--- src/rtl/pucch1_pkg.sv ---
// Shared constants, Walsh table and state type for the PUCCH format 1
// orthogonal-cover phase generator.
package pucch1_pkg;

  localparam int NSF_MAX = 7;
  localparam int NSF_W   = 3;
  localparam int PHI_W   = 4;

  localparam logic [PHI_W-1:0] P0 = PHI_W'(0);
  localparam logic [PHI_W-1:0] P2 = PHI_W'(2);

  // N_SF = 4 uses the length-4 Walsh codes: phase index 2 means a -1 chip.
  // Row = OCC index, column = element index.
  localparam logic [PHI_W-1:0] WALSH4 [4][4] = '{
    '{P0, P0, P0, P0},
    '{P0, P2, P0, P2},
    '{P0, P0, P2, P2},
    '{P0, P2, P2, P0}
  };

  typedef enum logic {IDLE, RUN} state_e;

endpackage

--- src/rtl/pucch1_phi_step.sv ---
// Combinational phase step: presents phi for the current element and the
// accumulator value for the following one. The accumulator tracks
// (occi*k) mod nSF incrementally, so no divider is needed.
import pucch1_pkg::*;

module pucch1_phi_step (
  input  logic [NSF_W-1:0] i_nsf,
  input  logic [NSF_W-1:0] i_occi,
  input  logic [PHI_W-1:0] i_acc,
  input  logic [1:0]       i_idx,     // element index mod 4 (Walsh column)
  output logic [PHI_W-1:0] o_phi,
  output logic [PHI_W-1:0] o_acc_nxt
);

  logic [PHI_W:0] sum;
  logic [PHI_W:0] sum_sub;

  // acc < nSF and occi < nSF, so one conditional subtract keeps it in range
  always_comb begin
    sum       = {1'b0, i_acc} + (PHI_W+1)'(i_occi);
    sum_sub   = sum - (PHI_W+1)'(i_nsf);
    o_acc_nxt = (sum >= (PHI_W+1)'(i_nsf)) ? sum_sub[PHI_W-1:0] : sum[PHI_W-1:0];
    if (i_nsf == NSF_W'(4))
      o_phi = WALSH4[i_occi[1:0]][i_idx];
    else
      o_phi = i_acc;
  end

endmodule

--- src/rtl/pucch1_spread.sv ---
// PUCCH format 1 time-domain OCC phase generator. After a legal i_start it
// emits phi(m), m = 0..nSF-1, one element per cycle while i_next is high.
// Optional feature macro: PUCCH1_SPREAD_ERR_EN adds o_err, a one-cycle
// pulse after an illegal i_start or an i_next received in IDLE.
import pucch1_pkg::*;

module pucch1_spread (
  input  logic             clk,
  input  logic             rst,
  input  logic             i_start,
  input  logic             i_next,
  input  logic [NSF_W-1:0] i_nSF,
  input  logic [NSF_W-1:0] i_occi,
  output logic [PHI_W-1:0] o_wi_phi,
  output logic             o_done,
`ifdef PUCCH1_SPREAD_ERR_EN
  output logic             o_err,
`endif
  output logic             o_valid
);

  state_e           state_q, state_d;
  logic [NSF_W-1:0] nsf_q, nsf_d;
  logic [NSF_W-1:0] occi_q, occi_d;
  logic [NSF_W-1:0] k_q, k_d;       // index of the next element to emit
  logic [NSF_W-1:0] m_q, m_d;       // index of the element on o_wi_phi
  logic [PHI_W-1:0] acc_q, acc_d;   // (occi*k) mod nSF
  logic [PHI_W-1:0] phi_q, phi_d;
  logic             valid_q, valid_d;
  logic             done_q, done_d;
`ifdef PUCCH1_SPREAD_ERR_EN
  logic             err_q, err_d;
`endif

  logic             start_ok;
  logic [PHI_W-1:0] step_phi;
  logic [PHI_W-1:0] step_acc;

  pucch1_phi_step u_step (
    .i_nsf     (nsf_q),
    .i_occi    (occi_q),
    .i_acc     (acc_q),
    .i_idx     (k_q[1:0]),
    .o_phi     (step_phi),
    .o_acc_nxt (step_acc)
  );

  // Next-state and output decode; a legal start always wins over i_next.
  // An illegal start is dropped as if it never arrived.
  always_comb begin
    state_d  = state_q;
    nsf_d    = nsf_q;
    occi_d   = occi_q;
    k_d      = k_q;
    m_d      = m_q;
    acc_d    = acc_q;
    phi_d    = phi_q;
    valid_d  = 1'b0;
    done_d   = 1'b0;
`ifdef PUCCH1_SPREAD_ERR_EN
    err_d    = 1'b0;
`endif
    start_ok = (i_nSF != '0) && (i_occi < i_nSF);

    if (i_start && start_ok) begin
      nsf_d   = i_nSF;
      occi_d  = i_occi;
      k_d     = '0;
      acc_d   = '0;
      state_d = RUN;
    end else begin
`ifdef PUCCH1_SPREAD_ERR_EN
      if (i_start) err_d = 1'b1;
`endif
      case (state_q)
        RUN: begin
          if (i_next) begin
            phi_d   = step_phi;
            valid_d = 1'b1;
            m_d     = k_q;
            k_d     = k_q + NSF_W'(1);
            acc_d   = step_acc;
            if (k_q == nsf_q - NSF_W'(1)) begin
              done_d  = 1'b1;
              state_d = IDLE;
            end
          end
        end
        default: begin
`ifdef PUCCH1_SPREAD_ERR_EN
          if (i_next) err_d = 1'b1;
`endif
        end
      endcase
    end
  end

  // State and output registers
  always_ff @(posedge clk or posedge rst) begin
    if (rst) begin
      state_q <= IDLE;
      nsf_q   <= '0;
      occi_q  <= '0;
      k_q     <= '0;
      m_q     <= '0;
      acc_q   <= '0;
      phi_q   <= '0;
      valid_q <= 1'b0;
      done_q  <= 1'b0;
`ifdef PUCCH1_SPREAD_ERR_EN
      err_q   <= 1'b0;
`endif
    end else begin
      state_q <= state_d;
      nsf_q   <= nsf_d;
      occi_q  <= occi_d;
      k_q     <= k_d;
      m_q     <= m_d;
      acc_q   <= acc_d;
      phi_q   <= phi_d;
      valid_q <= valid_d;
      done_q  <= done_d;
`ifdef PUCCH1_SPREAD_ERR_EN
      err_q   <= err_d;
`endif
    end
  end

  assign o_wi_phi = phi_q;
  assign o_valid  = valid_q;
  assign o_done   = done_q;
`ifdef PUCCH1_SPREAD_ERR_EN
  assign o_err    = err_q;
`endif

endmodule

--- config.mk ---
export PLATFORM = sky130hd
export DESIGN_NAME = pucch1_spread
export DESIGN_NICKNAME = d
export VERILOG_FILES = /design/src/rtl/pucch1_pkg.sv /design/src/rtl/pucch1_phi_step.sv /design/src/rtl/pucch1_spread.sv
export SDC_FILE = /design/constraint.sdc
export NUM_CORES = 1
export LEC_CHECK = 0
export CAP_MARGIN = 10
export CORE_MARGIN = 2
export CORE_UTILIZATION = 25
export DETAILED_ROUTE_END_ITERATION = 16
export GPL_ROUTABILITY_DRIVEN = 0
export GPL_TIMING_DRIVEN = 0
export PLACE_DENSITY_LB_ADDON = 0.12
export SLEW_MARGIN = 10
export SYNTH_ARGS = -nofsm -noshare
export SYNTH_HDL_FRONTEND = slang
export SYNTH_SLANG_ARGS = --single-unit
--- constraint.sdc ---
create_clock -name clk -period 3.1 [get_ports clk]
set_input_delay 0.62 -clock clk [delete_from_list [all_inputs] [get_ports clk]]
set_output_delay 0.62 -clock clk [all_outputs]
set_load 0.02 [all_outputs]
* Word level (Yosys, flattened, before mapping)
Index checks and enable logic that the tools add are counted.
** Storage, ports and cells
- Register bits after elaboration :: 20
- Bits of input ports :: 10
- Output and inout port bits :: 6
** Operators by class
- Add/subtract/negate cells :: 4
- Magnitude comparators :: 4
- Equal/unequal tests :: 2
- Muxes and demuxes :: 25
- Bitwise logic cells :: 3
- Reduce and logical (&&, ||, !) cells :: 7
** Operators with widths (count)
- binary-select mux 16 bit (select 2 bit) :: 1
- 2-to-1 mux 16 bit :: 2
- 2-to-1 mux 4 bit :: 7
- 2-to-1 mux 1 bit :: 11
- 2-to-1 mux 3 bit :: 3
- binary-select mux 4 bit (select 2 bit) :: 1
- >= comparator 3 bit (second input constant) :: 2
- NOT 2 -> 3 bit :: 2
- adder 4 x 3 -> 5 bit :: 1
- >= comparator 5 x 3 -> 1 bit :: 1
- nonzero test 2 bit :: 2
- subtractor 4 x 3 -> 4 bit :: 1
- adder 3 x 1 -> 3 bit (second input constant) :: 1
- == test 3 bit :: 1
- == test 3 bit (second input constant) :: 1
- less-than comparator 3 bit :: 1
- AND reduction 3 bit :: 1
- nonzero test 3 bit :: 1
- subtractor 3 x 1 -> 3 bit (second input constant) :: 1
- logical AND 1 bit :: 2
- AND reduction 2 bit :: 1
- NOT 1 bit :: 1

* Longest topological paths before layout
- Depth in word-level cells :: 8
- Depth in mapped cells :: 10

* By module
From an unflattened synthesis, not the netlist that was laid out.
** Second synthesis, totals
- Cell total of the unflattened synthesis :: 119
- Area, all modules :: 1321.3 um^2
** By module, submodules not included
- pucch1_spread :: instances 1, cells an instance 78, area an instance 939.7 um^2, seq. area each 500.5 um^2
- pucch1_phi_step :: instances 1, cells an instance 41, area an instance 381.6 um^2, seq. area each 0.0 um^2

* Worst setup path after synthesis
Ideal clock, no wire load.
- Kind :: reg-to-reg
- From :: register occi_q[0]
- To :: register acc_q[1]
- Data arrival time :: 2.482 ns
- Data required time :: 2.996 ns
- Slack :: 0.514 ns
- Cell stages (with the launch flop) :: 11
- Buffers on the path :: 0
- Clock period less this slack :: 2.586 ns
- Path through :: dfrtp_1 ha_1 inv_1 fa_1 inv_1 ha_1 nor2b_1 o21a_1 nand4bb_4 or4b_1 o311ai_1
** On the way
- Word-level cells in the longest chain between the ends :: 6
- Elaborated cells between the ends (all ways) :: 7
- Those cells by class :: 2 x add/sub; 1 x order compare; 4 x mux
** Ends and longest elaborated chain
- from (decl) :: RTL line pucch1_spread.sv:24 : logic [NSF_W-1:0] occi_q, occi_d;
- from (signal assigned) :: RTL line pucch1_spread.sv:116 : occi_q <= occi_d;
- adder 4 x 3 -> 5 bit (*) :: RTL line pucch1_phi_step.sv:20 : sum = {1'b0, i_acc} + (PHI_W+1)'(i_occi);
- subtractor 4 x 3 -> 4 bit or >= comparator 5 x 3 -> 1 bit (tied branches) :: RTL line pucch1_phi_step.sv:21, pucch1_phi_step.sv:22
- 2-to-1 mux 4 bit (*) :: RTL line pucch1_phi_step.sv:22 : o_acc_nxt = (sum >= (PHI_W+1)'(i_nsf)) ? sum_sub[PHI_W-1:0] : sum[PHI_W-1:0];
- 2-to-1 mux 4 bit (*) :: RTL line pucch1_spread.sv:77 : if (i_next) begin
- 2-to-1 mux 4 bit (*) :: RTL line pucch1_spread.sv:75 : case (state_q)
- 2-to-1 mux 4 bit (*) :: RTL line pucch1_spread.sv:65 : if (i_start && start_ok) begin
- to (signal assigned) :: RTL line pucch1_spread.sv:106 : acc_q <= '0;
- to (signal assigned) :: RTL line pucch1_spread.sv:119 : acc_q <= acc_d;
- to (decl) :: RTL line pucch1_spread.sv:27 : logic [PHI_W-1:0] acc_q, acc_d;
Mark *: on every way between the ends. The rest lies on a longest branch, timed or not. The select of a mux whose other input is x is not followed.
A chain may end at the register's enable or synchronous reset.

* Worst setup path in the final report
Ends and elaborated chain as after synthesis.

==> flow_summary.toml <==
[synthesis]
async_reset_ff_share_pct = 100.0
yosysMostFrequentCell = "nand2_1"
yosysUniqueCellTypes = 33
synth_common_cells = "nand2_1, dfrtp_1, o21ai_0"
syn_area_um2 = 1246
synth_edf_count = 0
yosysTopAreaCell = "dfrtp_1"
synth_top_area_share_pct = 40.16
ys_warn_count = 0
ys_dominant_reg_cell = "dfrtp_1"
synth.yosys.seq_area_share_pct = 40.16
syn_area_per_cell_um2 = 9.441
synth_nets = 155
yosys-top-cells-area = "dfrtp_1, ha_1, o21ai_0, nand2_1, xnor2_1"
synthCells = 132
synth-seq-cells = 20

[pwr]
irDropWorstVdd_uv = 187.4
switching_power_mw = 0.5703
share_comb_of_total_power_pct = 55.1
seqPwrFrac_pct = 30.1
power_frac_clock_pct = 14.8
total_leakage_power_nw = 0.6896
switching_share_pct = 40.65
power_density_nw_per_um2 = 913.9
intPower_mw = 0.8327

[setup_path]
worst-path-max-fanout = 6
cpMaxStageDelayCell = "fa_1"
critPathArrivalTime_ps = 2970
required_ps = 3270
start_kind = "flop"
path_cells = "ha_1 > inv_1 > fa_1 > inv_1 > ha_1 > nor2b_1 > o21a_1 > nand4bb_4 > or4b_1 > o311ai_1"
cpPeakStageDelay_ps = 560
critPathKind = "reg -> reg"
endpoint_kind = "flop"

[worst_hold_path]
min_path_type = "reg -> reg"

[floorplanning]
die_x_um = 74.60
start_util_pct = 26.21
dieHeight_um = 74.60
fp-row-count = 25
coreArea_um2 = 4755
ios = 16
die_area_um2 = 5565

[placed_design]
place_ws_ps = 156.4
place_hpwl_um = 2126
dpl_cell_area_um2 = 1480
port_buffers = 15

[route]
num_vias = 994
totalWireLength_um = 2769
viasPerCell = 4.560
wl_per_cell_um = 12.70
drtIter0Drc = 53
drc = 0
first_pass_iters = 4
ant_nets = 0

[sta]
worstMarginPinSlew_ps = 1076
setup_slack_ps = 299.9
fin_skew_ps = 2.080
maxSlewViolCount = 0
setup_viol = 0
rsz0062_at_grt = "false"
timing.fmax_mhz = 357.1
slew_headroom_pct = 27.66
hold_violations = 0
finalSetupTns_ps = 0
period_share_pct = 90.33
min_period_ps = 2800
holdWs_ps = 520.3

[layout]
post-route-util_pct = 32.29
diodes = 0
syn_to_final_growth_pct = 23.19
drive_gt1_share_pct = 5.298
nNetsFinal = 175
stdcell_area_um2 = 1535
n_fill_cell = 508

[clocking]
cts.repair.resized = 0
cts_tree = "done"
cts_buffers = 3
cts_hold_buffers = 0
cts-root-buf = "clkbuf_8"
cts_sinks = 20
cts_setup_buffers = 0
clk_latency_ps = 260
path_clk_slew_ps = 80
htreeDepth = 1
cts_max_path_buffers = 2

[global_route]
overflow = 0
first_global_vias = 972
grt_antenna_before_repair = 0
grt_start_max_net_pins = 21
grt_usage_pct = 11.43
grt_pass1_wl_um = 4705

[status]
status = "completed"

[flow_run]
maxCapViolCount = 0
## placed cells by master (no fill, tap or decap)
| cell type | instances |
|---|---|
| nor2_1 | 6 |
| ha_1 | 11 |
| clkbuf_8 | 4 |
| o211ai_1 | 1 |
| xnor2_1 | 6 |
| o21ai_1 | 1 |
| xor2_1 | 4 |
| nor3_1 | 1 |
| fa_1 | 2 |
| or4b_1 | 1 |
| nand4bb_4 | 1 |
| nand2b_1 | 2 |
| dfrtp_1 | 20 |
| inv_1 | 13 |
| nand3_1 | 2 |
| a31oi_1 | 2 |
| nor2b_1 | 2 |
| o311ai_1 | 1 |
| o31ai_1 | 1 |
| o211a_1 | 1 |
| clkbuf_1 | 1 |
| a2111o_1 | 1 |
| or3b_1 | 1 |
| a21o_1 | 1 |
| o21ai_0 | 18 |
| nand2_1 | 22 |
| clkdlybuf4s50_1 | 15 |
| and2_1 | 2 |
| o31a_1 | 1 |
| o21a_1 | 1 |
| a21oi_2 | 1 |
| nor4_1 | 1 |
| buf_4 | 1 |
| a221oi_2 | 1 |
| a21oi_1 | 2 |
## metal layers
layer	track usage, %	routed length [um]	up-vias
met1	15.14	1303	477
met5	0	0	-
met3	1.626	86	5
li1	-	-	489
met4	5.357	57	0
met2	18.39	1322	23
## path summary, 6_finish.rpt
check / start / to / slack (ps) / cells past startpoint
min reg2reg: o_wi_phi[2]$_DFFE_PP0P_ / o_wi_phi[2]$_DFFE_PP0P_ / 520 / 2
max in group asynchronous: rst / occi_q[2]$_DFFE_PP0P_ / 1800 / 2
max: occi_q[0]$_DFFE_PP0P_ / acc_q[1]$_DFFE_PP0P_ / 300 / 10
min: o_wi_phi[2]$_DFFE_PP0P_ / o_wi_phi[2]$_DFFE_PP0P_ / 520 / 2
min in group asynchronous: rst / o_valid$_DFF_PP0_ / 810 / 2
max reg2reg: occi_q[0]$_DFFE_PP0P_ / acc_q[1]$_DFFE_PP0P_ / 300 / 10
## power by group through the flow
stage	sequential (mW)	clock, mW	combinational [mW]
after floorplan	0.442	0	0.557
final	0.423	0.208	0.773
after detailed placement	0.430	0	0.777
after global placement	0.428	0	0.764
after global routing	0.436	0.224	0.884
after CTS	0.425	0.213	0.783
## worst max-delay path, delay by kind of cell, from the launching register on
kind	cells	cell delay (ps)
fa+ha+maj	3	1030
flops	1	390
compound gates	2	270
simple gates	3	880
buf+inv	2	120
## cell type report
| type | instances | area, um^2 | share of cell area [%] |
|---|---|---|---|
| Buffer | 2 | 11.26 | 0.7335 |
| Sequential cell | 20 | 500.5 | 32.60 |
| Tap cell | 67 | 83.83 | 5.460 |
| Multi-Input combinational cell | 97 | 685.7 | 44.66 |
| Clock buffer | 4 | 55.05 | 3.586 |
| Timing Repair Buffer | 15 | 150.1 | 9.780 |
| Inverter | 13 | 48.80 | 3.178 |
## stage by stage
step                      total power, mW  std cells
after floorplan                    0.9992        132
after global placement              1.192        214
after detailed placement            1.208        214
after CTS                           1.421        218
after global routing                1.544        218
final                               1.403        218
## kinds of logic (layout without fill, tap and decap cells)
family	count (synthesis)	in the layout	synth area share, %
XOR/XNOR	10	10	7.028
AND/OR/NAND/NOR	41	41	16.87
flip-flops	20	20	40.16
adder cells (fa/ha/maj)	13	13	14.26
AO/OA/AOI/OAI	33	33	16.87
buffers and inverters	15	34	4.819
## state kept, by name (all words and copies together), names as in the netlist
signal and cells:
k_q 3, o_wi_phi 4, occi_q 3, state_q 1
o_valid 1, nsf_q 3, o_done 1, acc_q 4
Power figures use the tool's default switching activity.
